==> config.mk <==
export PLATFORM = sky130hd
export DESIGN_NAME = i2c_target_responder
export DESIGN_NICKNAME = d
export VERILOG_FILES = /design/src/rtl/i2c_target_responder.sv
export SDC_FILE = /design/constraint.sdc
export NUM_CORES = 1
export LEC_CHECK = 0
export ABC_AREA = 1
export BUFFER_PORTS_ARGS = -buffer_cell sky130_fd_sc_hd__clkbuf_2
export CORE_MARGIN = 4
export CORE_UTILIZATION = 40
export CTS_CLUSTER_SIZE = 40
export DETAILED_ROUTE_END_ITERATION = 7
export SLEW_MARGIN = 15
export SYNTH_ARGS = -nofsm -noshare
export SYNTH_HDL_FRONTEND = slang
export SYNTH_SLANG_ARGS = --single-unit
export TNS_END_PERCENT = 5
==> constraint.sdc <==
create_clock -name clk_i -period 3.5 [get_ports clk_i]
set_input_delay 0.7 -clock clk_i [delete_from_list [all_inputs] [get_ports clk_i]]
set_output_delay 0.7 -clock clk_i [all_outputs]
set_load 0.005 [all_outputs]
==> src/rtl/i2c_target_responder.sv <==
// i2c_target_responder: 7-bit-addressed I2C target with RX/TX valid-ready FIFOs and open-drain SDA.
module i2c_target_responder #(
  parameter int I2C_ADDR_WIDTH = 7,
  parameter int I2C_DATA_WIDTH = 8,
  parameter logic [I2C_ADDR_WIDTH-1:0] SLAVE_ADDRESS = 7'h09,
  parameter int FIFO_DEPTH = 16
) (
  input  logic                      clk_i,
  input  logic                      rst_i,
  input  logic                      scl_i,
  input  logic                      sda_i,
  output logic                      sda_o,
  output logic [I2C_DATA_WIDTH-1:0] rx_data_o,
  output logic                      rx_valid_o,
  input  logic                      rx_ready_i,
  input  logic [I2C_DATA_WIDTH-1:0] tx_data_i,
  input  logic                      tx_valid_i,
  output logic                      tx_ready_o,
  output logic                      busy_o,
  output logic                      rx_overflow_o,
  output logic                      tx_underrun_o
);
  localparam int DW = I2C_DATA_WIDTH;
  localparam int AW = $clog2(FIFO_DEPTH);
  localparam int CW = $clog2(DW) + 1;
  localparam logic [3:0] S_IDLE     = 4'd0;
  localparam logic [3:0] S_ADDR     = 4'd1;
  localparam logic [3:0] S_IGNORE   = 4'd2;
  localparam logic [3:0] S_ADDR_ACK = 4'd3;
  localparam logic [3:0] S_WR_DATA  = 4'd4;
  localparam logic [3:0] S_WR_ACK   = 4'd5;
  localparam logic [3:0] S_RD_DATA  = 4'd6;
  localparam logic [3:0] S_RD_ACK   = 4'd7;
  localparam logic [3:0] S_RD_WAIT  = 4'd8;
  logic          scl_s1, scl_s2, scl_p, sda_s1, sda_s2, sda_p;
  logic          scl_rise, scl_fall, start_c, stop_c, last_bit, load, tx_pop;
  logic [3:0]    state;
  logic [DW-1:0] sh, next_byte, tx_byte;
  logic [CW-1:0] bcnt;
  logic          phase, rw, nack, rx_push;
  logic [DW-1:0] rx_mem [FIFO_DEPTH];
  logic [DW-1:0] tx_mem [FIFO_DEPTH];
  logic [AW:0]   rx_wr, rx_rd, tx_wr, tx_rd;
  logic          rx_full, rx_empty, tx_full, tx_empty;
  // Synchronizers idle high so reset never fabricates a bus condition.
  always_ff @(posedge clk_i or posedge rst_i)
    if (rst_i) {scl_s1, scl_s2, scl_p, sda_s1, sda_s2, sda_p} <= '1;
    else {scl_s1, scl_s2, scl_p, sda_s1, sda_s2, sda_p} <= {scl_i, scl_s1, scl_s2, sda_i, sda_s1, sda_s2};
  assign scl_rise  = scl_s2 & ~scl_p;
  assign scl_fall  = ~scl_s2 & scl_p;
  assign start_c   = scl_s2 & scl_p & sda_p & ~sda_s2;
  assign stop_c    = scl_s2 & scl_p & ~sda_p & sda_s2;
  assign next_byte = {sh[DW-2:0], sda_s2};
  assign last_bit  = bcnt == CW'(DW - 1);
  assign rx_empty  = rx_wr == rx_rd;
  assign rx_full   = (rx_wr ^ rx_rd) == {1'b1, {AW{1'b0}}};
  assign tx_empty  = tx_wr == tx_rd;
  assign tx_full   = (tx_wr ^ tx_rd) == {1'b1, {AW{1'b0}}};
  assign rx_valid_o = ~rx_empty;
  assign tx_ready_o = ~tx_full;
  assign rx_data_o  = rx_mem[rx_rd[AW-1:0]];
  assign tx_byte    = tx_empty ? '1 : tx_mem[tx_rd[AW-1:0]];
  // A byte is fetched at the end of the address ACK (read) or on a master ACK.
  assign load   = (state == S_ADDR_ACK & scl_fall & phase & rw) | (state == S_RD_ACK & scl_rise & ~sda_s2);
  assign tx_pop = load & ~tx_empty;
  always_ff @(posedge clk_i or posedge rst_i)
    if (rst_i) begin
      state         <= S_IDLE;
      sda_o         <= 1'b1;
      busy_o        <= 1'b0;
      rx_overflow_o <= 1'b0;
      tx_underrun_o <= 1'b0;
      sh            <= '0;
      bcnt          <= '0;
      phase         <= 1'b0;
      rw            <= 1'b0;
      nack          <= 1'b0;
      rx_push       <= 1'b0;
    end else begin
      rx_push <= 1'b0;
      if (start_c) begin
        state         <= S_ADDR;
        bcnt          <= '0;
        phase         <= 1'b0;
        sda_o         <= 1'b1;
        rx_overflow_o <= 1'b0;
        tx_underrun_o <= 1'b0;
      end else if (stop_c) begin
        state  <= S_IDLE;
        busy_o <= 1'b0;
        sda_o  <= 1'b1;
        phase  <= 1'b0;
      end else begin
        case (state)
          S_ADDR:
            if (scl_rise) begin
              sh   <= next_byte;
              bcnt <= bcnt + 1'b1;
              if (last_bit) begin
                rw     <= next_byte[0];
                state  <= next_byte[DW-1 -: I2C_ADDR_WIDTH] == SLAVE_ADDRESS ? S_ADDR_ACK : S_IGNORE;
                busy_o <= next_byte[DW-1 -: I2C_ADDR_WIDTH] == SLAVE_ADDRESS;
              end
            end
          // phase 0: first fall starts the ACK bit; phase 1: second fall ends it.
          S_ADDR_ACK:
            if (scl_fall) begin
              phase <= ~phase;
              if (!phase) sda_o <= 1'b0;
              else if (rw) begin
                sh    <= {tx_byte[DW-2:0], 1'b0};
                sda_o <= tx_byte[DW-1];
                bcnt  <= CW'(1);
                state <= S_RD_DATA;
                if (tx_empty) tx_underrun_o <= 1'b1;
              end else begin
                sda_o <= 1'b1;
                bcnt  <= '0;
                state <= S_WR_DATA;
              end
            end
          S_WR_DATA:
            if (scl_rise) begin
              sh   <= next_byte;
              bcnt <= bcnt + 1'b1;
              if (last_bit) begin
                state   <= S_WR_ACK;
                nack    <= rx_full;
                rx_push <= ~rx_full;
                if (rx_full) rx_overflow_o <= 1'b1;
              end
            end
          S_WR_ACK:
            if (scl_fall) begin
              phase <= ~phase;
              if (!phase) sda_o <= nack;
              else begin
                sda_o <= 1'b1;
                bcnt  <= '0;
                state <= S_WR_DATA;
              end
            end
          // sh holds the bits still to be driven, MSB first.
          S_RD_DATA:
            if (scl_fall) begin
              if (bcnt == CW'(DW)) begin
                sda_o <= 1'b1;
                state <= S_RD_ACK;
              end else begin
                sda_o <= sh[DW-1];
                sh    <= sh << 1;
                bcnt  <= bcnt + 1'b1;
              end
            end
          S_RD_ACK:
            if (scl_rise) begin
              if (!sda_s2) begin
                sh    <= tx_byte;
                bcnt  <= '0;
                state <= S_RD_DATA;
                if (tx_empty) tx_underrun_o <= 1'b1;
              end else state <= S_RD_WAIT;
            end
          default: ;
        endcase
      end
    end
  always_ff @(posedge clk_i or posedge rst_i)
    if (rst_i) begin
      rx_wr <= '0;
      rx_rd <= '0;
      tx_wr <= '0;
      tx_rd <= '0;
    end else begin
      if (rx_push) rx_wr <= rx_wr + 1'b1;
      if (rx_valid_o & rx_ready_i) rx_rd <= rx_rd + 1'b1;
      if (tx_valid_i & tx_ready_o) tx_wr <= tx_wr + 1'b1;
      if (tx_pop) tx_rd <= tx_rd + 1'b1;
    end
  always_ff @(posedge clk_i) begin
    if (rx_push) rx_mem[rx_wr[AW-1:0]] <= sh;
    if (tx_valid_i & tx_ready_o) tx_mem[tx_wr[AW-1:0]] <= tx_data_i;
  end
endmodule
==> run_summary.xml <==
<?xml version="1.0" encoding="UTF-8"?>
<metrics>
  <group name="floorplanning">
    <metric name="io-pin-count" unit="">28</metric>
    <metric name="fp.dieArea" unit="um2">36400</metric>
    <metric name="start_util" unit="">0.408</metric>
    <metric name="row_count" unit="">66</metric>
    <metric name="design.core.area" unit="um2">32800</metric>
    <metric name="die_h" unit="um">191</metric>
    <metric name="die_width" unit="um">191</metric>
  </group>
  <group name="cells_and_area">
    <metric name="layout_stage_area_growth_over_the_synthesis_result" unit="%">12.5</metric>
    <metric name="final_net_count" unit="">1298</metric>
    <metric name="post_route_cells_drive_above_1_share" unit="">0.102</metric>
    <metric name="diodes" unit="">0</metric>
  </group>
  <group name="sta">
    <metric name="rsz0062_at_grt" unit="">no</metric>
    <metric name="worstMarginPinSlew" unit="ps">980</metric>
    <metric name="finalCriticalPeriod" unit="ps">3020</metric>
    <metric name="period_share" unit="">0.861</metric>
    <metric name="finalHoldViolCount" unit="">0</metric>
    <metric name="maxClockFrequency" unit="MHz">332</metric>
    <metric name="report.final.slew_viol_count" unit="">0</metric>
    <metric name="hold_worst_slack" unit="ps">272</metric>
    <metric name="timing.slew.headroom" unit="">0.344</metric>
    <metric name="final.setup_skew" unit="ps">23.9</metric>
    <metric name="report.final.setup_viol" unit="">0</metric>
    <metric name="totalNegativeSetupSlack" unit="ps">0</metric>
  </group>
  <group name="cts">
    <metric name="cts_setup_buffers" unit="">0</metric>
    <metric name="cts_tree" unit="">built</metric>
    <metric name="cts-root-to-sink-buffers" unit="">3</metric>
    <metric name="cts.sink_count" unit="">306</metric>
    <metric name="path_clk_slew" unit="ps">60</metric>
    <metric name="clock_insertion_delay_worst_skew" unit="ps">510</metric>
    <metric name="ctsRootBufferMaster" unit="">sky130_fd_sc_hd__clkbuf_16</metric>
    <metric name="holdBufCountCts" unit="">0</metric>
    <metric name="htree_num_levels" unit="">2</metric>
    <metric name="cts_inserted_buffers" unit="">34</metric>
    <metric name="post_cts_resized" unit="">0</metric>
  </group>
  <group name="power">
    <metric name="power.ir.vdd_worst" unit="mV">0.409</metric>
    <metric name="cellLeakagePower" unit="nW">5.84</metric>
    <metric name="power.density_cell_area" unit="nW/um2">702</metric>
    <metric name="finalPower" unit="mW">10.6</metric>
  </group>
  <group name="synthesis">
    <metric name="mappedNetlistNets" unit="">1265</metric>
    <metric name="synth-seq-cells" unit="">306</metric>
    <metric name="syn_area_per_cell" unit="um2">10.8</metric>
    <metric name="post_synth_main_area_contributors" unit="">sky130_fd_sc_hd__edfxtp_1 57%, sky130_fd_sc_hd__dfrtp_1 8.0%, sky130_fd_sc_hd__nand2_1 7.5%</metric>
    <metric name="synthesis.instances" unit="">1239</metric>
    <metric name="yosysMostFrequentCell" unit="">sky130_fd_sc_hd__nand2_1</metric>
    <metric name="synthesis.area" unit="um2">13400</metric>
    <metric name="synth_cell_types" unit="">45</metric>
    <metric name="yosys.area.top_type" unit="">sky130_fd_sc_hd__edfxtp_1</metric>
    <metric name="synth_top_cell_area_share" unit="">0.575</metric>
    <metric name="list_of_most_frequent_post_synthesis_cells" unit="">268 x sky130_fd_sc_hd__nand2_1, 256 x sky130_fd_sc_hd__edfxtp_1, 202 x sky130_fd_sc_hd__nor2_1, 114 x sky130_fd_sc_hd__nand3_1, 79 x sky130_fd_sc_hd__inv_1</metric>
    <metric name="synth-edff-count" unit="">256</metric>
    <metric name="yosysSeqAreaShare" unit="">0.669</metric>
    <metric name="ys_warn_count" unit="">0</metric>
    <metric name="synth_ff_type" unit="">sky130_fd_sc_hd__edfxtp_1</metric>
    <metric name="postSynth.asyncResetShare" unit="">0.163</metric>
  </group>
  <group name="place">
    <metric name="detailed_place_hpwl" unit="um">18900</metric>
    <metric name="routabilityCongestion" unit="">0.869</metric>
    <metric name="port_buffers" unit="">27</metric>
  </group>
  <group name="run_status">
    <metric name="outcome" unit="">finished, final reports clean</metric>
  </group>
  <group name="drt">
    <metric name="antenna_violating_nets_post_route" unit="">0</metric>
    <metric name="first_iter_violations" unit="">756</metric>
    <metric name="avgRoutedWirePerCell" unit="um">17.3</metric>
    <metric name="detailedRoute.firstPassIterationCount" unit="">4</metric>
    <metric name="finalWirelength" unit="um">30100</metric>
    <metric name="post-route-drc-count" unit="">0</metric>
    <metric name="vias_per_cell" unit="">5.08</metric>
    <metric name="routed-via-count" unit="">8826</metric>
  </group>
  <group name="worst_setup_path">
    <metric name="cp.required" unit="ps">2800</metric>
    <metric name="timing.critical_path.fanout_max" unit="">67</metric>
    <metric name="endpoint_kind_of_the_worst_setup_timing_path" unit="">output port</metric>
    <metric name="crit_path_start_kind" unit="">register</metric>
    <metric name="regToRegStartpoint" unit="">tx_rd[0]$_DFFE_PP0P_</metric>
    <metric name="rrSetupSlack" unit="ps">1120</metric>
    <metric name="worst_r2r_path_cells" unit="">9</metric>
    <metric name="reg2reg_to" unit="">tx_mem[8][2]$_DFFE_PP_</metric>
    <metric name="worstPathArrival" unit="ps">2320</metric>
    <metric name="path_class" unit="">reg2out</metric>
  </group>
  <group name="min_path">
    <metric name="whs_endpoint" unit="">sda_s1$_DFF_PP1_</metric>
    <metric name="hold_path.startpoint" unit="">sda_i</metric>
    <metric name="hold_class" unit="">in2reg</metric>
    <metric name="hold_path_depth" unit="">1</metric>
  </group>
  <group name="global_route">
    <metric name="grtUsageMet1" unit="">0.232</metric>
    <metric name="grt_start_max_net_pins" unit="">68</metric>
    <metric name="first_global_vias" unit="">8485</metric>
    <metric name="grt_first_pass_wirelength" unit="um">47900</metric>
    <metric name="grt.met2_usage" unit="">0.278</metric>
    <metric name="track_usage" unit="">0.168</metric>
    <metric name="antenna_found_initial" unit="">0</metric>
    <metric name="groute.layer.met3.usage" unit="">0.0249</metric>
    <metric name="grt_overflow_total" unit="">0</metric>
    <metric name="global_route_hottest_layer" unit="">met2</metric>
  </group>
  <group name="run">
    <metric name="timing.max_cap.violations" unit="">0</metric>
  </group>
</metrics>
[worst max-delay path: stages, from the launching register on]
cell,delay (ps)
sky130_fd_sc_hd__dfrtp_2,350
sky130_fd_sc_hd__buf_4,580
sky130_fd_sc_hd__nor2_1,120
sky130_fd_sc_hd__o32ai_1,320
sky130_fd_sc_hd__nand2_1,150
sky130_fd_sc_hd__nand3_1,130
sky130_fd_sc_hd__clkbuf_2,120
[sequential cells by signal, indices dropped and copies added, names as in the netlist, 4 cells and up]
register / count
bcnt: 4
tx_wr: 5
tx_rd: 5
state: 4
rx_wr: 5
sh: 8
rx_mem: 128
tx_mem: 128
rx_rd: 5
[cell type report]
type | count | area, um2
flip-flops and latches | 306 | 8950
well taps | 442 | 553
inverters | 93 | 350
clock inverters | 16 | 149
multi-input cells | 793 | 3870
clock buffers | 45 | 892
repair buffers | 44 | 275
fillers | 3022 | 17700
[kinds of logic after synthesis]
kind of cell             share of synthesized area
AO/OA/AOI/OAI                               0.0561
XOR/XNOR                                    0.0123
adder cells (fa/ha/maj)                     0.0112
buffers and inverters                       0.0419
flip-flops                                   0.669
multiplexers                                0.0105
AND/OR/NAND/NOR                              0.199
[power by group]
group          internal, mW  switching, mW  total (mW)
logic                 0.775           1.50        2.28
clock network          1.95           1.41        3.36
registers              4.48          0.443        4.92
[through the flow]
step	cell area (um2)	util	std cells	setup WS, ps
detailed placement	14000	0.427	1678	1010
finish	15000	0.459	1739	485
floorplan	13400	-	1239	1460
global placement	14000	0.427	1678	1010
global route	15000	0.459	1739	338
CTS	15000	0.459	1739	463
[how the worst max path moves through the flow]
stage / end / cells after the start / startpoint / slack, ps
floorplan: rx_data_o[0] / 6 / rx_rd[0]$_DFFE_PP0P_ / 1460
global placement: rx_data_o[1] / 6 / rx_rd[0]$_DFFE_PP0P_ / 1010
detailed placement: rx_data_o[1] / 6 / rx_rd[0]$_DFFE_PP0P_ / 1010
CTS: rx_data_o[6] / 6 / rx_rd[0]$_DFFE_PP0P_ / 460
global route: rx_data_o[1] / 8 / rx_rd[0]$_DFFE_PP0P_ / 340
finish: rx_data_o[6] / 6 / rx_rd[0]$_DFFE_PP0P_ / 480
[placed cells by master (no fill, tap or decap), types with 3 or more instances in the layout]
cell type,count
sky130_fd_sc_hd__o211ai_1,4
sky130_fd_sc_hd__nand3_1,114
sky130_fd_sc_hd__clkinv_2,3
sky130_fd_sc_hd__o221ai_1,12
sky130_fd_sc_hd__clkbuf_2,27
sky130_fd_sc_hd__clkbuf_16,34
sky130_fd_sc_hd__nor2_1,202
sky130_fd_sc_hd__mux2i_1,14
sky130_fd_sc_hd__clkbuf_1,11
sky130_fd_sc_hd__nand2_2,3
sky130_fd_sc_hd__nand3_2,3
sky130_fd_sc_hd__nor2_4,5
sky130_fd_sc_hd__inv_2,11
sky130_fd_sc_hd__nor2_2,3
sky130_fd_sc_hd__dfstp_2,7
sky130_fd_sc_hd__o21ai_1,6
sky130_fd_sc_hd__ha_1,12
sky130_fd_sc_hd__edfxtp_1,256
sky130_fd_sc_hd__buf_4,16
sky130_fd_sc_hd__o21ai_0,70
sky130_fd_sc_hd__dfrtp_1,40
sky130_fd_sc_hd__clkinv_1,9
sky130_fd_sc_hd__xor2_1,16
sky130_fd_sc_hd__a21oi_1,8
sky130_fd_sc_hd__nand2_1,268
sky130_fd_sc_hd__inv_1,78
sky130_fd_sc_hd__dfrtp_2,3
sky130_fd_sc_hd__nor3_1,10
sky130_fd_sc_hd__clkinvlp_4,3
sky130_fd_sc_hd__nand4_1,6
sky130_fd_sc_hd__o32ai_1,16
[metal layers]
metal,wire [um],vias up
li1,-,4309
met1,13500,4249
met2,14400,220
met3,1390,48
met4,752,0
met5,0,-
Note: power is estimated with default switching activity, not from simulation.
